<file path="src/rtl/noc_port_arbiter.sv">
// Round-robin, burst-limited arbiter: three single-flit valid/ready requesters
// share one registered output stage. An owner keeps the link for at most
// MaxBurst consecutive flits, then the scan rotates past it.
//
// state | meaning
// ------+--------------------------------------------------------------
// IDLE  | no flit accepted in the last load slot; no owner, o_grant = 0
// BURST | a flit was accepted in the last load slot; last_owner holds it
module noc_port_arbiter #(
    parameter int DataWidth = 36,
    parameter int MaxBurst  = 4,
    parameter int CntWidth  = 3
) (
    input  logic                 i_clk,
    input  logic                 i_reset,
    input  logic [DataWidth-1:0] i_data0,
    input  logic [DataWidth-1:0] i_data1,
    input  logic [DataWidth-1:0] i_data2,
    input  logic                 i_data_valid0,
    input  logic                 i_data_valid1,
    input  logic                 i_data_valid2,
    output logic                 o_data_ready0,
    output logic                 o_data_ready1,
    output logic                 o_data_ready2,
    output logic [DataWidth-1:0] o_data,
    output logic                 o_data_valid,
    input  logic                 i_data_ready,
    output logic [2:0]           o_grant,
    output logic                 o_busy
);

    typedef enum logic {
        IDLE  = 1'b0,
        BURST = 1'b1
    } state_t;

    localparam logic [CntWidth-1:0] MAX_CNT = CntWidth'(MaxBurst);

    state_t                state, state_next;
    logic [CntWidth-1:0]   burst_cnt, burst_cnt_next;
    logic [1:0]            last_owner, last_owner_next;
    logic [DataWidth-1:0]  data_next;
    logic                  data_valid_next;
    logic [2:0]            grant_next;
    logic                  busy_next;

    logic [2:0]            valid_vec;
    logic                  any_valid;
    logic                  load;
    logic                  owner_ok;
    logic [1:0]            scan1, scan2;
    logic [1:0]            sel;
    logic [DataWidth-1:0]  sel_data;
    logic [2:0]            sel_onehot;

    assign valid_vec = {i_data_valid2, i_data_valid1, i_data_valid0};
    assign any_valid = |valid_vec;
    assign load      = !o_data_valid || i_data_ready;
    assign owner_ok  = (state == BURST) && valid_vec[last_owner] && (burst_cnt < MAX_CNT);

    // Rotation order after the previous owner; the owner itself is checked last.
    always_comb begin
        scan1 = 2'd0;
        scan2 = 2'd1;
        case (last_owner)
            2'd0:    begin scan1 = 2'd1; scan2 = 2'd2; end
            2'd1:    begin scan1 = 2'd2; scan2 = 2'd0; end
            default: begin scan1 = 2'd0; scan2 = 2'd1; end
        endcase
    end

    // Pick the requester served in this slot and steer its flit.
    always_comb begin
        sel = last_owner;
        if (owner_ok)
            sel = last_owner;
        else if (valid_vec[scan1])
            sel = scan1;
        else if (valid_vec[scan2])
            sel = scan2;
        else
            sel = last_owner;

        case (sel)
            2'd0:    sel_data = i_data0;
            2'd1:    sel_data = i_data1;
            default: sel_data = i_data2;
        endcase

        case (sel)
            2'd0:    sel_onehot = 3'b001;
            2'd1:    sel_onehot = 3'b010;
            default: sel_onehot = 3'b100;
        endcase
    end

    // Readies only for the selected requester, and only when the stage can load.
    always_comb begin
        o_data_ready0 = load && any_valid && (sel == 2'd0);
        o_data_ready1 = load && any_valid && (sel == 2'd1);
        o_data_ready2 = load && any_valid && (sel == 2'd2);
    end

    // Next-state and next-output decode; everything holds unless the stage loads.
    always_comb begin
        state_next      = state;
        burst_cnt_next  = burst_cnt;
        last_owner_next = last_owner;
        data_next       = o_data;
        data_valid_next = o_data_valid;
        grant_next      = o_grant;
        busy_next       = o_busy;

        if (load) begin
            if (any_valid) begin
                state_next      = BURST;
                busy_next       = 1'b1;
                data_next       = sel_data;
                data_valid_next = 1'b1;
                grant_next      = sel_onehot;
                if (owner_ok) begin
                    burst_cnt_next = burst_cnt + CntWidth'(1);
                end else begin
                    // New burst, including a re-grant of an expired owner.
                    burst_cnt_next  = CntWidth'(1);
                    last_owner_next = sel;
                end
            end else begin
                state_next      = IDLE;
                busy_next       = 1'b0;
                data_valid_next = 1'b0;
                grant_next      = 3'b000;
                burst_cnt_next  = '0;
            end
        end
    end

    // State, counters and output stage; reset discards any held flit.
    always_ff @(posedge i_clk or negedge i_reset) begin
        if (!i_reset) begin
            state        <= IDLE;
            burst_cnt    <= '0;
            last_owner   <= 2'd2;
            o_data       <= '0;
            o_data_valid <= 1'b0;
            o_grant      <= 3'b000;
            o_busy       <= 1'b0;
        end else begin
            state        <= state_next;
            burst_cnt    <= burst_cnt_next;
            last_owner   <= last_owner_next;
            o_data       <= data_next;
            o_data_valid <= data_valid_next;
            o_grant      <= grant_next;
            o_busy       <= busy_next;
        end
    end

endmodule

</file>
<file path="config.mk">
export PLATFORM = sky130hd
export DESIGN_NAME = noc_port_arbiter
export DESIGN_NICKNAME = d
export VERILOG_FILES = /design/src/rtl/noc_port_arbiter.sv
export SDC_FILE = /design/constraint.sdc
export NUM_CORES = 1
export LEC_CHECK = 0
export CORE_ASPECT_RATIO = 1.75
export CORE_MARGIN = 2
export CORE_UTILIZATION = 28
export DETAILED_ROUTE_END_ITERATION = 16
export PLACE_DENSITY_LB_ADDON = 0.3
export SLEW_MARGIN = 30
export SYNTH_ARGS = -nofsm -noshare
export SYNTH_HDL_FRONTEND = slang
export SYNTH_SLANG_ARGS = --single-unit
export TNS_END_PERCENT = 5
</file>
<file path="constraint.sdc">
create_clock -name i_clk -period 2 [get_ports i_clk]
set_input_delay 0.3 -clock i_clk [delete_from_list [all_inputs] [get_ports i_clk]]
set_output_delay 0.3 -clock i_clk [all_outputs]
set_load 0.02 [all_outputs]
</file>
; Word level (Yosys, flattened, before mapping)
; Index checks and enable logic that the tools add are counted.
[word_totals]
input_bits = 114
ff_bits = 45
out_inout_bits = 44
word_cells = 44
[op_classes]
order_cmp = 4
n_eq_ne = 3
bitwise = 1
mux = 17
add_sub_neg = 1
reduce_logical = 13
[ops]
columns = cell, n
row1 = $pmux 36 s2, 1
row2 = $lt 2x3->1 const B, 3
row3 = $mux 3, 3
row4 = $pmux 2 s2, 2
row5 = $bmux 1 s2, 3
row6 = $logic_and 1x1->1, 6
row7 = $mux 2, 3
row8 = $pmux 3 s2, 1
row9 = $eq 2x1->1 const B, 2
row10 = $logic_not 2->1, 2
row11 = $mux 1, 4
row12 = $add 3x1->3 const B, 1
row13 = $lt 3x3->1 const B, 1
row14 = $reduce_and 3->1, 1
row15 = $reduce_or 3->1, 1
row16 = $eq 2x2->1 const B, 1
row17 = $reduce_and 2->1, 1
row18 = $logic_not 1->1, 1
row19 = $logic_or 1x1->1, 1
row20 = $not 1->1, 1

; Depth between registers and ports, before layout
; Gate-level depths: netlist of run 1.
[logic_depth]
depth_word = 10
depth_mapped = 8
ltp_nobuf = 5

; Least setup slack after synthesis of run 1
; OpenSTA, ideal clock, no wires.
[synth_path]
path_type = register to output
startpoint = register last_owner[1]
endpoint = output o_data_ready2
t_arrival_ps = 1923
stages_incl_launch_ff = 9
setup_slack_ps = -223
path_cell_list = dfstp_2 > buf_2 > nor2_1 > o21ai_2 > buf_2 > buf_2 > a211o_1 > nand2_1 > nor2b_1
[synth_between]
elab_chain_cells = 9
elab_cells_between_ends = 17
cone_classes = 2 x eq/ne / 11 x mux / 4 x reduce/logical
[synth_rtl]
columns = element, line_no
row1 = "start, declared", 41  ; logic [1:0] last_owner, last_owner_next;
row2 = "start signal, assigned", 151  ; last_owner <= last_owner_next;
row3 = $eq 2x1->1 or $logic_not 2->1 (tied branches), 65  ; case (last_owner)
row4 = $pmux 2 s2, 65
row5 = $bmux 1 s2, 79  ; else if (valid_vec[scan2])
row6 = $mux 1 (not written as such), 79
row7 = $mux 2, 79
row8 = $mux 2, 77  ; else if (valid_vec[scan1])
row9 = $mux 2 *, 75  ; if (owner_ok)
row10 = $eq 2x2->1 *, 101  ; o_data_ready2 = load && any_valid && (sel == 2'd2);
row11 = $logic_and 1x1->1 *, 101
row12 = "end, declared", 24  ; output logic o_data_ready2,
; Mark *: on every way between the ends. The rest lies on a longest branch, timed or not. The select of a mux whose other input is x is not followed.

; Worst setup path after layout of run 1
[layout_path]
startpoint = register last_owner[1]
endpoint = output o_data_ready1
[layout_between]
elab_chain_cells = 9
elab_cells_between_ends = 17
cone_classes = 2 x eq/ne / 11 x mux / 4 x reduce/logical
[layout_rtl]
columns = element, line_no
row1 = $eq 2x1->1 or $logic_not 2->1 (tied branches), 65
row2 = $pmux 2 s2, 65
row3 = $bmux 1 s2, 79
row4 = $mux 1 (not written as such), 79
row5 = $mux 2, 79
row6 = $mux 2, 77
row7 = $mux 2 *, 75
row8 = $eq 2x1->1 *, 100  ; o_data_ready1 = load && any_valid && (sel == 2'd1);
row9 = $logic_and 1x1->1 *, 100
row10 = "end, declared", 23  ; output logic o_data_ready1,
; Marked as above.

==> results.md, run 1 <==
- In this run the critical register-to-register path is launched from last_owner[1].
- The global-route usage over all layers is 20.2%.
- The fraction of registers with async set/reset is 100%.
- Of the cells placed in the final design, the portion with a size suffix greater than 1 is 13.3%.
- The final reports fail on negative hold slack, negative setup slack.
- 158 I/O pins were placed.
- The fraction of the mapped netlist area in simple logic gates is 25.1%.
- Of the post-synthesis cell area, the part taken by muxes is 0.631%.
- After detailed routing, the average wire length per cell comes to 19.4 um.
- The dominant synthesized flop cell is sky130_fd_sc_hd__dfrtp_1.
- The post-synthesis adder-cell area fraction is 0.371%.
- The maximum vdd drop is 1.41 mV.
- Summed over all cells, the static leakage comes to 2.27 nW.
- The minimum setup slack among reg-to-reg paths is -0.13 ns.
- Synthesis inferred 45 register bits.
- The number of maximum-capacitance violations is 0.
- The worst register-to-register path has a depth of 7.
- 0 antenna diodes ended up in the layout.
- The required time of the worst setup path is 1.70 ns.
- The remaining global-route overflow is 0.
- The kind of capture point of the worst setup path is a primary output.
- For this run, design rule violations remaining after detail routing come to 0.
- The run finished, with violations left.
- The floorplan step set the die height to 149 um.
- In this run the core area contains 53 standard-cell rows.
- The worst path uses 110% of the clock period.
- The count of flip-flops with a built-in enable after synthesis is 0.
- The netlist area before placement is 0.00337 sq mm.
- Data on the critical path arrives at its endpoint at 1.89 ns.
- The count of routing violations after the opening detailed-route iteration is 268.
- The HPWL after detailed placement is 9180 um.
- The setup slack of the critical path after layout is -0.194 ns.
- The xor/xnor share of the synthesized area is 0%.
- The synthesized netlist devotes 33.0% of its cell area to compound gates.
- The setup TNS after final layout is -3.69 ns.
- The clock insertion delay at the later pin of the skew report is 0.29 ns.
- The number of levels in the clock H-tree is 2.
- Of all nets on the critical path, the largest fanout is 6.
- Compared with the post-synthesis result, the final layout area differs by 63.5%.
- Entering global routing, the biggest net connects 47 pins.
- The routed wire length is 13300 um.
- The floorplan step defined a die boundary enclosing 0.0130 sq mm.
- Power spread over the standard cell area amounts to 1420 mW/mm^2.
- The TritonCTS buffer count is 5.
- The final clock skew is 0.00422 ns.
- The number of global-route vias before repair was 4036.
- The remaining antenna violation count is 0.
- The tightest hold path in the finished design has a slack of -0.0117 ns.
- The relative slew slack is 64.8%.
- The slew at the pin closest to its max-slew limit is 0.527 ns.
- Measured along the x axis, the die boundary spans 87.0 um.
- The clock slew seen by the registers of the worst setup and hold paths is 0.07 ns.
- The highest attainable clock frequency is 456 MHz.
- Setup repair after global routing could not meet its margin everywhere.
- The net count of the finished layout is 663.
- The path class of the tightest hold or removal check is input port to asynchronous set/reset pin.
- The synthesized netlist cell count is 393.
- The number of max-slew violations in the final report is 0.
- The number of endpoints with negative hold slack in the final report came to 18.
- The congestion estimate from routability-driven global placement came to 0.839.
- The ratio of routed vias to standard cells is 5.70.
- The number of nets in the synthesized netlist is 508.
- Sequential cells were found to cover 33.4% of the synthesized design area.
- The wire length of the first global-routing pass is 20700 um.
- The core area is 0.0119 sq mm.
- Counting distinct cell types in the post-synthesis netlist gives 39.
- After layout, the minimum clock period comes to 2.19 ns.
- TritonCTS built the clock tree.
- The combinational family with the most area after synthesis is compound AO/OA/AOI/OAI gates.
- The kind of start point of the critical path is a flop.
- The number of port buffers is 157.
- The cell sitting at the root of the clock tree is a sky130_fd_sc_hd__clkbuf_16.
- The worst-case clock buffer depth is 2.
- The kind of critical path is flop to primary output.
- Before antenna repair, the detailed router went through 5 iterations.
- The number of antenna violations at the first check in global routing came to 0.
- Counting every sink on the clock net gives 45.
- The via count of the routed design is 3903.
- A synthesized cell averages 8.58 sq um.
- Setup violations remaining at the end of the flow were counted as 40.
- The starting density of the core is 28.4%.
- The total number of yosys warnings is 0.
- The layout filler cell count is 1120.
- The worst register-to-register path ends at o_data[33].
state kept, by name, indices dropped and copies added (netlist names):
register,count
o_grant,3
last_owner,2
burst_cnt,3
state,1
o_data,36
cells in the mapped netlist, types with 2 or more instances:
library cell / count / area share (%)
sky130_fd_sc_hd__nand2_1: 78 / 8.7
sky130_fd_sc_hd__dfrtp_1: 44 / 33
sky130_fd_sc_hd__a211o_1: 37 / 9.6
sky130_fd_sc_hd__nand4_1: 37 / 6.9
sky130_fd_sc_hd__a221o_1: 36 / 11
sky130_fd_sc_hd__o211ai_1: 36 / 8.0
sky130_fd_sc_hd__and2_1: 34 / 6.3
sky130_fd_sc_hd__clkbuf_1: 19 / 2.1
sky130_fd_sc_hd__buf_2: 17 / 2.5
sky130_fd_sc_hd__buf_1: 6 / 0.67
sky130_fd_sc_hd__nor2_1: 5 / 0.56
sky130_fd_sc_hd__buf_6: 4 / 1.3
sky130_fd_sc_hd__nor2b_1: 4 / 0.74
sky130_fd_sc_hd__a21o_1: 3 / 0.67
sky130_fd_sc_hd__a22o_1: 3 / 0.78
sky130_fd_sc_hd__buf_4: 3 / 0.67
sky130_fd_sc_hd__nand2b_1: 3 / 0.56
sky130_fd_sc_hd__and2_0: 2 / 0.37
sky130_fd_sc_hd__o21ai_0: 2 / 0.30
per-stage QoR:
step                      utilization, %  cells  setup WS, ns  cell area (sq um)  total power (W)
final                               46.5    685        -0.194               5510          0.00784
after global routing                46.5    685        -0.280               5510          0.00832
after CTS                           45.7    684        -0.171               5430          0.00775
after detailed placement            44.4    675        -0.661               5270          0.00684
after global placement              44.4    675        -0.640               5270          0.00675
after floorplan                        -    393       0.00343               3430          0.00482
cell usage in the layout (no fill, tap or decap), types with 3 or more instances in the layout:
| cell type | n |
|---|---|
| sky130_fd_sc_hd__a211o_1 | 37 |
| sky130_fd_sc_hd__a21o_1 | 3 |
| sky130_fd_sc_hd__a221o_1 | 36 |
| sky130_fd_sc_hd__a22o_1 | 3 |
| sky130_fd_sc_hd__and2_1 | 34 |
| sky130_fd_sc_hd__buf_12 | 5 |
| sky130_fd_sc_hd__buf_4 | 28 |
| sky130_fd_sc_hd__buf_6 | 7 |
| sky130_fd_sc_hd__clkbuf_16 | 5 |
| sky130_fd_sc_hd__clkdlybuf4s50_1 | 150 |
| sky130_fd_sc_hd__dfrtp_1 | 42 |
| sky130_fd_sc_hd__nand2_1 | 76 |
| sky130_fd_sc_hd__nand2b_1 | 3 |
| sky130_fd_sc_hd__nand4_1 | 37 |
| sky130_fd_sc_hd__nor2_1 | 3 |
| sky130_fd_sc_hd__nor2b_1 | 3 |
| sky130_fd_sc_hd__o211ai_1 | 36 |
power by group:
| part | internal (W) | total, W | switching [W] | leakage, nW |
|---|---|---|---|---|
| clock network | 0.000492 | 0.000843 | 0.000351 | 0.0700 |
| logic | 0.00255 | 0.00540 | 0.00285 | 1.65 |
| registers | 0.00134 | 0.00159 | 0.000254 | 0.552 |
logic make-up (layout without fill, tap and decap cells):
| kind of cell | after synthesis | in the layout |
|---|---|---|
| buffers and inverters | 50 | 205 |
| and+or+nand+nor | 168 | 168 |
| muxes | 2 | 2 |
| DFF | 45 | 45 |
| adders and majority gates | 1 | 1 |
| AOI/OAI and AO/OA | 127 | 127 |
routing by layer:
layer	share of wire, %	track usage [%]	vias up
li1	-	-	1810
met1	37	22.3	1916
met2	55	36.7	149
met3	4.7	2.43	28
met4	4.0	10.2	0
met5	0	0	-
area by class of cell:
| type | instances | area (sq um) | area share, % |
|---|---|---|---|
| Clock buffer | 7 | 143 | 2.59 |
| Inverter | 1 | 3.75 | 0.0681 |
| Multi-Input combinational cell | 298 | 2090 | 38.0 |
| Sequential cell | 45 | 1130 | 20.5 |
| Tap cell | 137 | 171 | 3.11 |
| Timing Repair Buffer | 197 | 1970 | 35.8 |
repair_timing:
item	4_1_cts	5_1_grt
hold buffers	0	0
pin swaps	4	5
buffers inserted	2	1
gates resized for setup	19	19
setup endpoints to repair	40	44
critical path, cell delays in order (launching register included):
cell	delay, ns
sky130_fd_sc_hd__dfstp_2	0.60
sky130_fd_sc_hd__inv_2	0.07
sky130_fd_sc_hd__a31oi_4	0.19
sky130_fd_sc_hd__a21bo_4	0.25
sky130_fd_sc_hd__a21o_1	0.23
sky130_fd_sc_hd__a21oi_2	0.13
sky130_fd_sc_hd__buf_6	0.13
how the worst max path moves through the flow:
stage                  start            end  slack (ns)  cells past startpoint
3_3_place_gp   i_data_valid0  o_data_ready1       -0.64                      7
3_5_place_dp   i_data_valid0  o_data_ready1       -0.66                      7
2_1_floorplan  last_owner[1]  o_data_ready2       0.003                      8
4_1_cts        i_data_valid1     o_data[33]       -0.17                      9
6_report       last_owner[1]  o_data_ready1       -0.19                      6
5_1_grt        last_owner[1]  o_data_ready1       -0.28                      6
No activity file was read; power rests on OpenSTA's default activity.
==> inputs of run 2 (changes only) <==
Settings changed: SKIP_CTS_REPAIR_TIMING set to 1.
==> run 2 against run 1 <==
  * Die area stayed put
  * Non-clock buffer count is 2 lower
  * Global-route usage is 0.079 points lower
  * Via count is 0.36% higher
  * Critical path depth unchanged
  * Worst hold slack improved by 0.0025 ns
  * Critical path type unchanged
  * Core utilization is 0.35 points lower
  * The run still ends with negative hold slack, negative setup slack left
  * Fmax is 2.0% higher
  * Clock power is essentially flat
  * Wire length shrank 0.39%
==> results.md, run 2 (synthesized netlist as in run 1, its figures left out) <==
- Sequential cells account for 20.5% of the total power.
- During I/O placement, the number of pins put on the boundary was 158.
- The most critical setup path has its startpoint at last_owner[1].
- The number of antenna diodes in the final layout is 0.
- Registers take 0.00113 sq mm.
- Setup violations remaining at the end of the flow were counted as 39.
- The routed layout has 3917 vias.
- The clock slew seen by the registers of the worst setup and hold paths is 0.06 ns.
- In this run the power spent charging and discharging nets is 0.00343 W.
- The standard-cell row count is 53.
- Leaving out fill and tap cells, the most frequent cells in the layout are sky130_fd_sc_hd__clkdlybuf4s50_1 (151), sky130_fd_sc_hd__nand2_1 (77), sky130_fd_sc_hd__dfrtp_1 (42), sky130_fd_sc_hd__a211o_1 (37), sky130_fd_sc_hd__nand4_1 (37).
- The highest attainable clock frequency is 465 MHz.
- Data on the critical path arrives at its endpoint at 1.85 ns.
- The required time of the worst setup path is 1.70 ns.
- The tree is rooted in a sky130_fd_sc_hd__clkbuf_16.
- The topmost layer with routed signal wires is met4.
- The global-route usage over all layers is 20.1%.
- The library cell used most frequently in the layout, excluding fill and tap cells, is sky130_fd_sc_hd__clkdlybuf4s50_1.
- From bottom edge to top edge, the die measures 149 um.
- For the pin with the worst max-slew slack, the measured transition is 0.530 ns.
- Of the total power, combinational logic draws 68.6%.
- The worst slack after detailed placement is -0.661 ns.
- The number of endpoints with negative hold slack in the final report is 18.
- After legalization and detailed placement, the total HPWL measured 9180 um.
- The tightest hold path in the finished design has a slack of -0.00923 ns.
- The number of antenna violations at the first check in global routing came to 0.
- The total routed wire length on the met1 layer is 4910 um.
- In this run the static leakage power is 2.26 nW.
- The run finished, with violations left.
- Wire segments on met3 add up to 643 um in the final route.
- The path class of the tightest hold or removal check is input port to asynchronous set/reset pin.
- The setup slack of the critical path after layout is -0.152 ns.
- After detailed routing, the number of remaining DRC violations is 0.
- The global placement routability congestion is 0.839.
- The wire length of the first global-routing pass is 20600 um.
- The startpoint of the worst register-to-register path is last_owner[1].
- The number of global-route vias before repair is 4015.
- The count of clock tree sinks is 45.
- Entering global routing, the biggest net connects 47 pins.
- The TritonCTS buffer count is 5.
- The routed wire length on met2 is 7130 um.
- The final critical-path share of the clock period is 108%.
- Setup repair after global routing could not meet its margin everywhere.
- No sink is reached through more buffers than the 2 on the longest clock path.
- The proportion of layout cells with a drive suffix above 1 is 12.6%.
- Measured along the x axis, the die boundary spans 87.0 um.
- Subtracting the final worst setup slack from the clock period gives 2.15 ns.
- For the final database, setup skew stands at 0.00473 ns.
- The flip-flop count of the largest register, all copies and words added is 36.
- The first detailed-routing pass ran for 4 iterations.
- The kind of capture point of the worst setup path is a primary output.
- The kind of start point of the critical path is a flop.
- The ratio of total power to cell area is 1420 mW/mm^2.
- The final-stage net count is 661.
- The clock group share of total power is 10.9%.
- The starting density of the core is 28.4%.
- After detailed routing, the number of vias per cell comes to 5.73.
- In this run the tool buffered the top-level ports with 157 buffer cells.
- The H-tree was split into 2 levels.
- The internal power of the cells totals 0.00433 W.
- The checks that failed: negative hold slack, negative setup slack.
- The remaining antenna violation count is 0.
- The remaining global-route overflow is 0.
- The mean routed wirelength per cell is 19.4 um.
- The tool flagged a number of max-cap violations equal to 0.
- The clock insertion delay at the later pin of the skew report is 0.29 ns.
- The number of max-slew violations in the final report is 0.
- The total area of multi-input combinational cells is 0.00208 sq mm.
- The critical path in this run is classified as flop to primary output.
- More flip-flops sit in one register than any other, and that register is o_data.
- The relative slew slack is 64.7%.
- In this run switching power makes up 44.2% of total power.
- The depth of the worst register-to-register path is 7.
- Wires add up to 13200 um.
- The count of routing violations after the opening detailed-route iteration is 248.
- The die covers 0.0130 sq mm.
- Along the worst path, the maximum fanout reaches 5.
- The worst-case IR drop observed on VDD is 1.47 mV.
- Adding up every negative setup slack in the final design gives -4.19 ns.
- The layout has 1127 filler cells.
- The area overhead of the layout relative to synthesis is 62.2%.
- The largest registers in the layout are o_data x36, burst_cnt x3, o_grant x3.
- The clock tree from TritonCTS is built.
- The core area is 0.0119 sq mm.
==> run 2: final timing paths <==
check | endpoint | slack, ns
worst max-delay path | o_data_ready1 | -0.15
worst min-delay path | o_data[5] | -0.009
worst max register to register | o_data[33] | -0.15
worst min register to register | o_grant[2] | 0.49
max in group asynchronous | last_owner[1] | 1.40
min in group i_clk | o_grant[2] | 0.49
==> run 2: power by group through the flow <==
stage / sequential (W) / clock (W) / combinational (W)
finish: 0.00159 / 0.000843 / 0.00532
global route: 0.00164 / 0.000901 / 0.00570
CTS: 0.00159 / 0.000867 / 0.00525
detailed placement: 0.00160 / 0 / 0.00523
global placement: 0.00160 / 0 / 0.00515
floorplan: 0.00199 / 0 / 0.00283
==> run 2: cell type report <==
type	count	share of cell area (%)
clock buffer	7	2.61
tap	137	3.13
multi-input combinational	298	37.9
sequential	45	20.6
timing repair buffer	195	35.6
inverter	1	0.0686
==> run 2: per-layer routing <==
metal	vias to the layer above	global-route usage, %
met5	-	0
met3	34	2.43
met1	1908	22.1
met4	0	10.1
li1	1807	-
met2	168	36.8
==> run 2: critical path, cell delays in order (launching register included) <==
cell	delay, ns
sky130_fd_sc_hd__dfstp_2	0.59
sky130_fd_sc_hd__inv_1	0.09
sky130_fd_sc_hd__a31oi_2	0.15
sky130_fd_sc_hd__a21bo_2	0.26
sky130_fd_sc_hd__a21o_1	0.21
sky130_fd_sc_hd__a21oi_2	0.13
sky130_fd_sc_hd__buf_6	0.13
==> run 2: per-stage QoR <==
stage	utilization, %	power [W]	cell area, sq um	instances	hold slack [ns]
6_report	46.1	0.00775	5470	683	-0.00923
5_1_grt	46.1	0.00824	5470	683	0.0202
4_1_cts	45.6	0.00771	5410	682	0.00223
3_3_place_gp	44.4	0.00675	5270	675	0.311
2_1_floorplan	-	0.00482	3430	393	0.00441
3_5_place_dp	44.4	0.00684	5270	675	0.312
